`config.mk`:
```
export PLATFORM = sky130hd
export DESIGN_NAME = alu_cmd_issuer
export DESIGN_NICKNAME = d
export VERILOG_FILES = /design/src/rtl/alu_cmd_issuer_pkg.sv /design/src/rtl/alu_cmd_fifo.sv /design/src/rtl/alu_cmd_issuer.sv
export SDC_FILE = /design/constraint.sdc
export NUM_CORES = 1
export LEC_CHECK = 0
export ABC_AREA = 0
export ABC_CLOCK_PERIOD_IN_PS = 2600
export CORE_MARGIN = 2
export CORE_UTILIZATION = 41
export DETAILED_ROUTE_END_ITERATION = 8
export PLACE_DENSITY = 0.62
export SETUP_SLACK_MARGIN = 0.4
export SKIP_CTS_REPAIR_TIMING = 1
export SYNTH_ARGS = -nofsm -noshare
export SYNTH_HDL_FRONTEND = slang
export SYNTH_SLANG_ARGS = --single-unit
```
`constraint.sdc`:
```
create_clock -name clk -period 2.6 [get_ports clk]
set_clock_uncertainty 0.05 [all_clocks]
set_input_delay 0.52 -clock clk [delete_from_list [all_inputs] [get_ports clk]]
set_output_delay 0.52 -clock clk [all_outputs]
set_load 0.02 [all_outputs]
```
`src/rtl/alu_cmd_issuer_pkg.sv`:
```
// Shared types for the ALU command issuer: ALU opcodes, datapath widths, FSM states.
package alu_cmd_issuer_pkg;

  typedef enum logic [1:0] {
    ADD     = 2'd0,
    SUB     = 2'd1,
    NOT_A   = 2'd2,
    REDOR_B = 2'd3
  } opcode_t;

  localparam int DATA_W = 4;
  localparam int RES_W  = 5;

  typedef enum logic [1:0] {
    IDLE = 2'd0,
    EXEC = 2'd1,
    CAPT = 2'd2
  } state_t;

endpackage

```
`src/rtl/alu_cmd_fifo.sv`:
```
// Synchronous command FIFO; pointers carry one extra wrap bit so full/empty come from an MSB compare.
module alu_cmd_fifo #(
  parameter int DEPTH = 4,
  parameter int WIDTH = 14
) (
  input  logic             clk,
  input  logic             reset,
  input  logic             push_i,
  input  logic [WIDTH-1:0] wdata_i,
  input  logic             pop_i,
  output logic [WIDTH-1:0] rdata_o,
  output logic             full_o,
  output logic             empty_o
);

  localparam int AW = $clog2(DEPTH);

  logic [WIDTH-1:0] mem_q [DEPTH];
  logic [AW:0]      wptr_q, rptr_q;
  logic             do_push, do_pop;

  assign full_o  = (wptr_q[AW] != rptr_q[AW]) && (wptr_q[AW-1:0] == rptr_q[AW-1:0]);
  assign empty_o = (wptr_q == rptr_q);
  assign do_push = push_i && !full_o;
  assign do_pop  = pop_i && !empty_o;
  assign rdata_o = mem_q[rptr_q[AW-1:0]];

  always_ff @(posedge clk) begin
    if (reset) begin
      wptr_q <= '0;
      rptr_q <= '0;
    end else begin
      if (do_push) wptr_q <= wptr_q + 1'b1;
      if (do_pop)  rptr_q <= rptr_q + 1'b1;
    end
  end

  always_ff @(posedge clk) begin
    if (do_push) mem_q[wptr_q[AW-1:0]] <= wdata_i;
  end

endmodule

```
`src/rtl/alu_cmd_issuer.sv`:
```
// Issue stage for the 4-bit ALU: buffers tagged commands, runs them through the ALU one at a time,
// and returns result+tag in order over a valid/ready output.
//
// state | meaning
// IDLE  | ALU inputs hold last operands; wait for a command and a free result slot
// EXEC  | ALU inputs stable; ALU registers C at the closing edge
// CAPT  | alu_c valid; write result register, chain to next command if possible
module alu_cmd_issuer
  import alu_cmd_issuer_pkg::*;
#(
  parameter int DEPTH = 4,
  parameter int TAG_W = 4
) (
  input  logic              clk,
  input  logic              reset,
  input  logic              in_valid,
  output logic              in_ready,
  input  logic [1:0]        in_opcode,
  input  logic [DATA_W-1:0] in_a,
  input  logic [DATA_W-1:0] in_b,
  input  logic [TAG_W-1:0]  in_tag,
  output logic              out_valid,
  input  logic              out_ready,
  output logic [RES_W-1:0]  out_result,
  output logic [TAG_W-1:0]  out_tag,
  output logic [1:0]        alu_opcode,
  output logic [DATA_W-1:0] alu_a,
  output logic [DATA_W-1:0] alu_b,
  input  logic [RES_W-1:0]  alu_c,
  output logic              busy
);

  localparam int CMD_W = 2 + 2*DATA_W + TAG_W;

  state_t              state_q, state_d;
  opcode_t             op_q, op_d;
  logic [DATA_W-1:0]   a_q, a_d, b_q, b_d;
  logic [TAG_W-1:0]    tag_q, tag_d;
  logic [RES_W-1:0]    res_q, res_d;
  logic [TAG_W-1:0]    otag_q, otag_d;
  logic                ovalid_q, ovalid_d;

  logic                fifo_full, fifo_empty, pop;
  logic [CMD_W-1:0]    head;
  logic [1:0]          head_op;
  logic [DATA_W-1:0]   head_a, head_b;
  logic [TAG_W-1:0]    head_tag;

  assign {head_op, head_a, head_b, head_tag} = head;

  alu_cmd_fifo #(.DEPTH(DEPTH), .WIDTH(CMD_W)) u_fifo (
    .clk     (clk),
    .reset   (reset),
    .push_i  (in_valid && !fifo_full),
    .wdata_i ({in_opcode, in_a, in_b, in_tag}),
    .pop_i   (pop),
    .rdata_o (head),
    .full_o  (fifo_full),
    .empty_o (fifo_empty)
  );

  always_comb begin
    state_d  = state_q;
    op_d     = op_q;
    a_d      = a_q;
    b_d      = b_q;
    tag_d    = tag_q;
    res_d    = res_q;
    otag_d   = otag_q;
    ovalid_d = ovalid_q && !out_ready;
    pop      = 1'b0;
    case (state_q)
      IDLE: begin
        if (!fifo_empty && (!ovalid_q || out_ready)) begin
          pop     = 1'b1;
          state_d = EXEC;
        end
      end
      EXEC: state_d = CAPT;
      CAPT: begin
        // Never overwrite an unconsumed result; the ALU keeps recomputing the held operands.
        if (!ovalid_q || out_ready) begin
          res_d    = alu_c;
          otag_d   = tag_q;
          ovalid_d = 1'b1;
          if (!fifo_empty && out_ready) begin
            pop     = 1'b1;
            state_d = EXEC;
          end else begin
            state_d = IDLE;
          end
        end
      end
      default: state_d = IDLE;
    endcase
    if (pop) begin
      op_d  = opcode_t'(head_op);
      a_d   = head_a;
      b_d   = head_b;
      tag_d = head_tag;
    end
  end

  always_ff @(posedge clk) begin
    if (reset) begin
      state_q  <= IDLE;
      op_q     <= ADD;
      a_q      <= '0;
      b_q      <= '0;
      tag_q    <= '0;
      res_q    <= '0;
      otag_q   <= '0;
      ovalid_q <= 1'b0;
    end else begin
      state_q  <= state_d;
      op_q     <= op_d;
      a_q      <= a_d;
      b_q      <= b_d;
      tag_q    <= tag_d;
      res_q    <= res_d;
      otag_q   <= otag_d;
      ovalid_q <= ovalid_d;
    end
  end

  assign in_ready   = !fifo_full;
  assign out_valid  = ovalid_q;
  assign out_result = res_q;
  assign out_tag    = otag_q;
  assign alu_opcode = op_q;
  assign alu_a      = a_q;
  assign alu_b      = b_q;
  assign busy       = !fifo_empty || (state_q != IDLE) || ovalid_q;

endmodule

```
==> results.sh, run 1 <==
export IMPL_ys_warn_count=0
export IMPL_final_util=0.527
export IMPL_cts_tree="built"
export IMPL_ys_types=28
export IMPL_p_per_area_nw_per_um2=962
export IMPL_rsz0062_at_grt="true"
export IMPL_ys_ff_latch=88
export IMPL_row_count=33
export IMPL_maxCapViolCount=0
export IMPL_htree_levels=3
export IMPL_drc_errors=0
export IMPL_fin_setup_tns_ns=0
export IMPL_syn_num_nets=233
export IMPL_drive_gt1_frac=0.197
export IMPL_setup_ws_ns=0.422
export IMPL_hold_class="flip-flop to flip-flop"
export IMPL_crit_type="flip-flop to primary output"
export IMPL_synth_top_area_cell="edfxtp_1"
export IMPL_synth_area_leaders="edfxtp_1 50%, dfxtp_1 19%, mux4_2 9.4%"
export IMPL_fill_cells=709
export IMPL_nNetsFinal=292
export IMPL_gp_congestion=0.662
export IMPL_grt_pass1_wl_um=8910
export IMPL_synth_area_um2=3370
export IMPL_wl_per_cell_um=15.2
export IMPL_cts_buffers=9
export IMPL_gr_usage_all_layers=0.138
export IMPL_drv_slew=0
export IMPL_syn_area_per_cell_um2=16.4
export IMPL_ir_worst_vdd_uv=362
export IMPL_post_dp_hpwl_um=3540
export IMPL_tightest_slew_ns=0.380
export IMPL_setup_violations_final=0
export IMPL_ys_seq_area_frac=0.689
export IMPL_fmax_mhz=459
export IMPL_start_kind="flip-flop"
export IMPL_core_um2=8090
export IMPL_cts_root_buf="clkbuf_8"
export IMPL_syn_inst=205
export IMPL_status="complete, no violations"
export IMPL_slew_limit_headroom=0.743
export IMPL_stdcell_area_um2=4260
export IMPL_cts_buffer_depth=2
export IMPL_die_h_um=94.7
export IMPL_first_pass_iters=4
export IMPL_routed_via_density=4.76
export IMPL_grt_max_degree=33
export IMPL_overflow=0
export IMPL_dieArea_um2=8960
export IMPL_io_buffers=44
export IMPL_dpl_worst_slack_ns=0.392
export IMPL_period_share=0.838
export IMPL_area_growth_pct=26.6
export IMPL_clkTransAtPathRegs_ns=0.08
export IMPL_wl_um=5700
export IMPL_yosys_area_top_type_share=0.499
export IMPL_placed_cell_area_um2=3950
export IMPL_grt_pass1_vias=1778
export IMPL_p_leak_nw=1.52
export IMPL_io_pin_count=45
export IMPL_min_period_ns=2.18
export IMPL_antenna_found_initial=0
export IMPL_cp_arrival_ns=1.61
export IMPL_power_mw=4.10
export IMPL_cts_sinks=88
export IMPL_vias=1780
export IMPL_final_cell_mix="56 x edfxtp_1, 42 x clkdlybuf4s50_1, 31 x nor2_1, 29 x dfxtp_1, 25 x mux2i_1"
export IMPL_final_common_cell="edfxtp_1"
export IMPL_antenna_cells=0
export IMPL_drt_iter0_markers=79
export IMPL_die_width_um=94.7
export IMPL_detail_route_antenna_nets=0
export IMPL_start_util=0.416
export IMPL_insertion_delay_ns=0.35
export IMPL_worst_setup_path_end_kind="primary output"
export IMPL_worstPathMaxFanout=4
export IMPL_hold_viol=0
export IMPL_crit_required_ns=2.03
logic make-up (layout without fill, tap and decap cells):
family          count (synthesis)  after routing  share of synthesized area
flops                          88             88                      0.689
simple gates                   42             42                     0.0538
mux                            39             39                      0.168
buf+inv                        16             80                     0.0293
compound gates                  8              8                     0.0186
xor+xnor                        7              7                     0.0227
fa+ha+maj                       5              5                     0.0186
power breakdown:
group	leakage (nW)	internal [mW]	total [mW]	switching (mW)
Sequential	0.777	1.67	1.78	0.107
Combinational	0.646	0.718	1.31	0.594
Clock	0.101	0.540	1.01	0.473
Total	1.52	2.93	4.10	1.17
sequential cells by signal (all words and copies together) (netlist names):
signal and cells:
u_fifo.mem_q 56, alu_opcode 2, state_q 2, tag_q 4, out_valid 1, u_fifo.wptr_q 3
out_tag 4, out_result 5, alu_b 4, alu_a 4, u_fifo.rptr_q 3
layout make-up:
cell class / instances / area, um2 / share of cell area
Timing Repair Buffer: 58 / 576 / 0.135
Sequential cell: 88 / 2330 / 0.545
Multi-Input combinational cell: 101 / 988 / 0.232
Tap cell: 105 / 131 / 0.0308
Clock buffer: 9 / 124 / 0.0290
Inverter: 6 / 22.5 / 0.00528
Clock inverter: 7 / 96.3 / 0.0226
layer usage:
| metal | up-vias | GRT usage | wire [um] |
|---|---|---|---|
| met4 | 0 | 0.0761 | 134 |
| met3 | 12 | 0.0319 | 211 |
| met2 | 34 | 0.232 | 2900 |
| met1 | 866 | 0.165 | 2450 |
| li1 | 868 | - | - |
| met5 | - | 0 | 0 |
stage by stage:
step                      hold WS (ns)  std cells
after floorplan                  0.413        205
after CTS                        0.452        370
after global routing             0.463        374
after detailed placement         0.430        354
after global placement           0.423        354
final                            0.448        374
Yosys cell counts:
cell and n:
or3_1 1, o21ai_1 1, o31a_2 1, buf_2 3
mux2i_1 25, a21oi_1 3, nor2b_1 1, inv_1 6
nor3_1 2, o311ai_2 1, mux4_2 14, o311ai_1 1
buf_12 1, xnor2_1 2, ha_1 5, nand2_1 1
dfxtp_1 32, xor2_2 2, nand2b_1 2, edfxtp_1 56
o21bai_1 1, and2_1 3, xor2_1 3, buf_4 1
clkbuf_1 3, or3_2 1, buf_6 2, nor2_1 31
worst max-delay path, stage by stage, from the launching register on:
cell and delay [ns]:
dfxtp_1 0.43, xnor2_1 0.14, or3_2 0.48, dlymetal6s2s_1 0.21
final timing paths:
check	start	endpoint	depth (start not counted)	slack (ns)
setup / recovery	u_fifo.rptr_q[2]	in_ready	3	0.42
hold / removal	out_tag[2]	out_tag[2]	2	0.45
setup reg to reg	u_fifo.rptr_q[0]	alu_a[0]	4	0.89
hold reg to reg	out_tag[2]	out_tag[2]	2	0.45
Power figures use the tool's default switching activity.
==> inputs of run 2 (changes only) <==
--- a/config.mk
+++ b/config.mk
@@ -6,7 +6,7 @@
 export NUM_CORES = 1
 export LEC_CHECK = 0
 export ABC_AREA = 0
-export ABC_CLOCK_PERIOD_IN_PS = 2600
+export ABC_CLOCK_PERIOD_IN_PS = 2220
 export CORE_MARGIN = 2
 export CORE_UTILIZATION = 41
 export DETAILED_ROUTE_END_ITERATION = 8
==> constraint.sdc (replaced) <==
create_clock -name clk -period 2.22 [get_ports clk]
set_clock_uncertainty 0.05 [all_clocks]
set_input_delay 0.444 -clock clk [delete_from_list [all_inputs] [get_ports clk]]
set_output_delay 0.444 -clock clk [all_outputs]
set_load 0.02 [all_outputs]
==> results.sh, run 2 (synthesis gave the netlist of run 1 again) <==
export IMPL_crit_type="flip-flop to primary output"
export IMPL_worstPathMaxFanout=5
export IMPL_grt_pass1_vias=1808
export IMPL_core_um2=8090
export IMPL_ir_worst_vdd_uv=468
export IMPL_period_share=0.848
export IMPL_final_common_cell="edfxtp_1"
export IMPL_status="complete, no violations"
export IMPL_hold_class="flip-flop to flip-flop"
export IMPL_final_util=0.529
export IMPL_slew_limit_headroom=0.751
export IMPL_fmax_mhz=531
export IMPL_insertion_delay_ns=0.34
export IMPL_cts_tree="built"
export IMPL_rsz0062_at_grt="true"
export IMPL_maxCapViolCount=0
export IMPL_htree_levels=3
export IMPL_drc_errors=0
export IMPL_start_util=0.416
export IMPL_largest_register_ff_count=56
export IMPL_setup_violations_final=0
export IMPL_routed_via_density=4.72
export IMPL_final_cell_mix="56 x edfxtp_1, 31 x nor2_1, 28 x dfxtp_1, 26 x clkdlybuf4s50_1, 25 x mux2i_1"
export IMPL_hold_viol=0
export IMPL_setup_ws_ns=0.337
export IMPL_grt_max_degree=33
export IMPL_wl_per_cell_um=14.9
export IMPL_stdcell_area_um2=4280
export IMPL_cts_root_buf="clkbuf_8"
export IMPL_final_cell_count_no_fill=374
export IMPL_holdWs_ns=0.437
export IMPL_tightest_slew_ns=0.367
export IMPL_first_pass_iters=4
export IMPL_placed_cell_area_um2=3970
export IMPL_p_leak_nw=1.78
export IMPL_drv_slew=0
export IMPL_cts_buffer_depth=2
export IMPL_power_mw=4.56
export IMPL_detail_route_antenna_nets=0
export IMPL_worst_setup_path_end_kind="primary output"
export IMPL_crit_required_ns=1.73
export IMPL_start_kind="flip-flop"
export IMPL_io_buffers=44
export IMPL_dpl_worst_slack_ns=0.129
export IMPL_antenna_cells=0
export IMPL_drt_iter0_markers=85
export IMPL_die_h_um=94.7
export IMPL_area_growth_pct=27.1
export IMPL_row_count=33
export IMPL_cp_arrival_ns=1.39
export IMPL_vias=1767
export IMPL_grt_pass1_wl_um=8950
export IMPL_fin_setup_tns_ns=0
export IMPL_cts_buffers=9
export IMPL_io_pin_count=45
export IMPL_dieArea_um2=8960
export IMPL_fill_cells=699
export IMPL_overflow=0
export IMPL_nNetsFinal=292
export IMPL_die_width_um=94.7
export IMPL_clkTransAtPathRegs_ns=0.08
export IMPL_drive_gt1_frac=0.208
export IMPL_gp_congestion=0.681
export IMPL_dp_cells=356
export IMPL_wl_um=5590
export IMPL_post_dp_hpwl_um=3590
export IMPL_gr_usage_all_layers=0.137
export IMPL_antenna_found_initial=0
export IMPL_p_per_area_nw_per_um2=1060
export IMPL_cts_sinks=88
export IMPL_min_period_ns=1.88
run 2: cell types whose count changed in the layout (fill, tap and decap cells not counted), sizes merged:
cell,delta
clkinvlp,-1
clkinv,-1
bufinv,-1
buf,+2
clkdlybuf4s50,-16
clkbuf,+1
inv,+2
dlymetal6s2s,+14
run 2: worst paths after layout:
path                         start            endpoint  slack (ns)  cells past startpoint
setup reg to reg  u_fifo.rptr_q[0]  u_fifo.mem_q[2][5]        0.55                      5
hold reg to reg      out_result[0]       out_result[0]        0.44                      2
hold / removal       out_result[0]       out_result[0]        0.44                      2
setup / recovery  u_fifo.wptr_q[1]            in_ready        0.34                      3
run 2: where the power goes:
part / total, mW / internal, mW / switching (mW)
logic: 1.42 / 0.731 / 0.685
clock network: 1.07 / 0.525 / 0.549
registers: 2.07 / 1.95 / 0.114
run 2: layer usage:
| metal | part of all wire | track usage | vias to the layer above | routed length, um |
|---|---|---|---|---|
| met5 | 0 | 0 | - | 0 |
| li1 | - | - | 869 | - |
| met4 | 0.013 | 0.0580 | 0 | 72 |
| met3 | 0.046 | 0.0303 | 8 | 258 |
| met2 | 0.53 | 0.239 | 37 | 2940 |
| met1 | 0.41 | 0.162 | 853 | 2310 |
run 2: cell type report:
type / count / area [um2] / area share
repair buffers: 58 / 592 / 0.138
flip-flops and latches: 88 / 2340 / 0.546
multi-input cells: 101 / 1000 / 0.235
clock buffers: 10 / 128 / 0.0298
well taps: 105 / 131 / 0.0307
clock inverters: 6 / 66.3 / 0.0155
inverters: 6 / 22.5 / 0.00526
run 2: critical path, cell delays in order (launching register included):
cell     delay (ns)
dfxtp_4        0.38
xor2_4         0.20
or3_4          0.34
buf_6          0.14
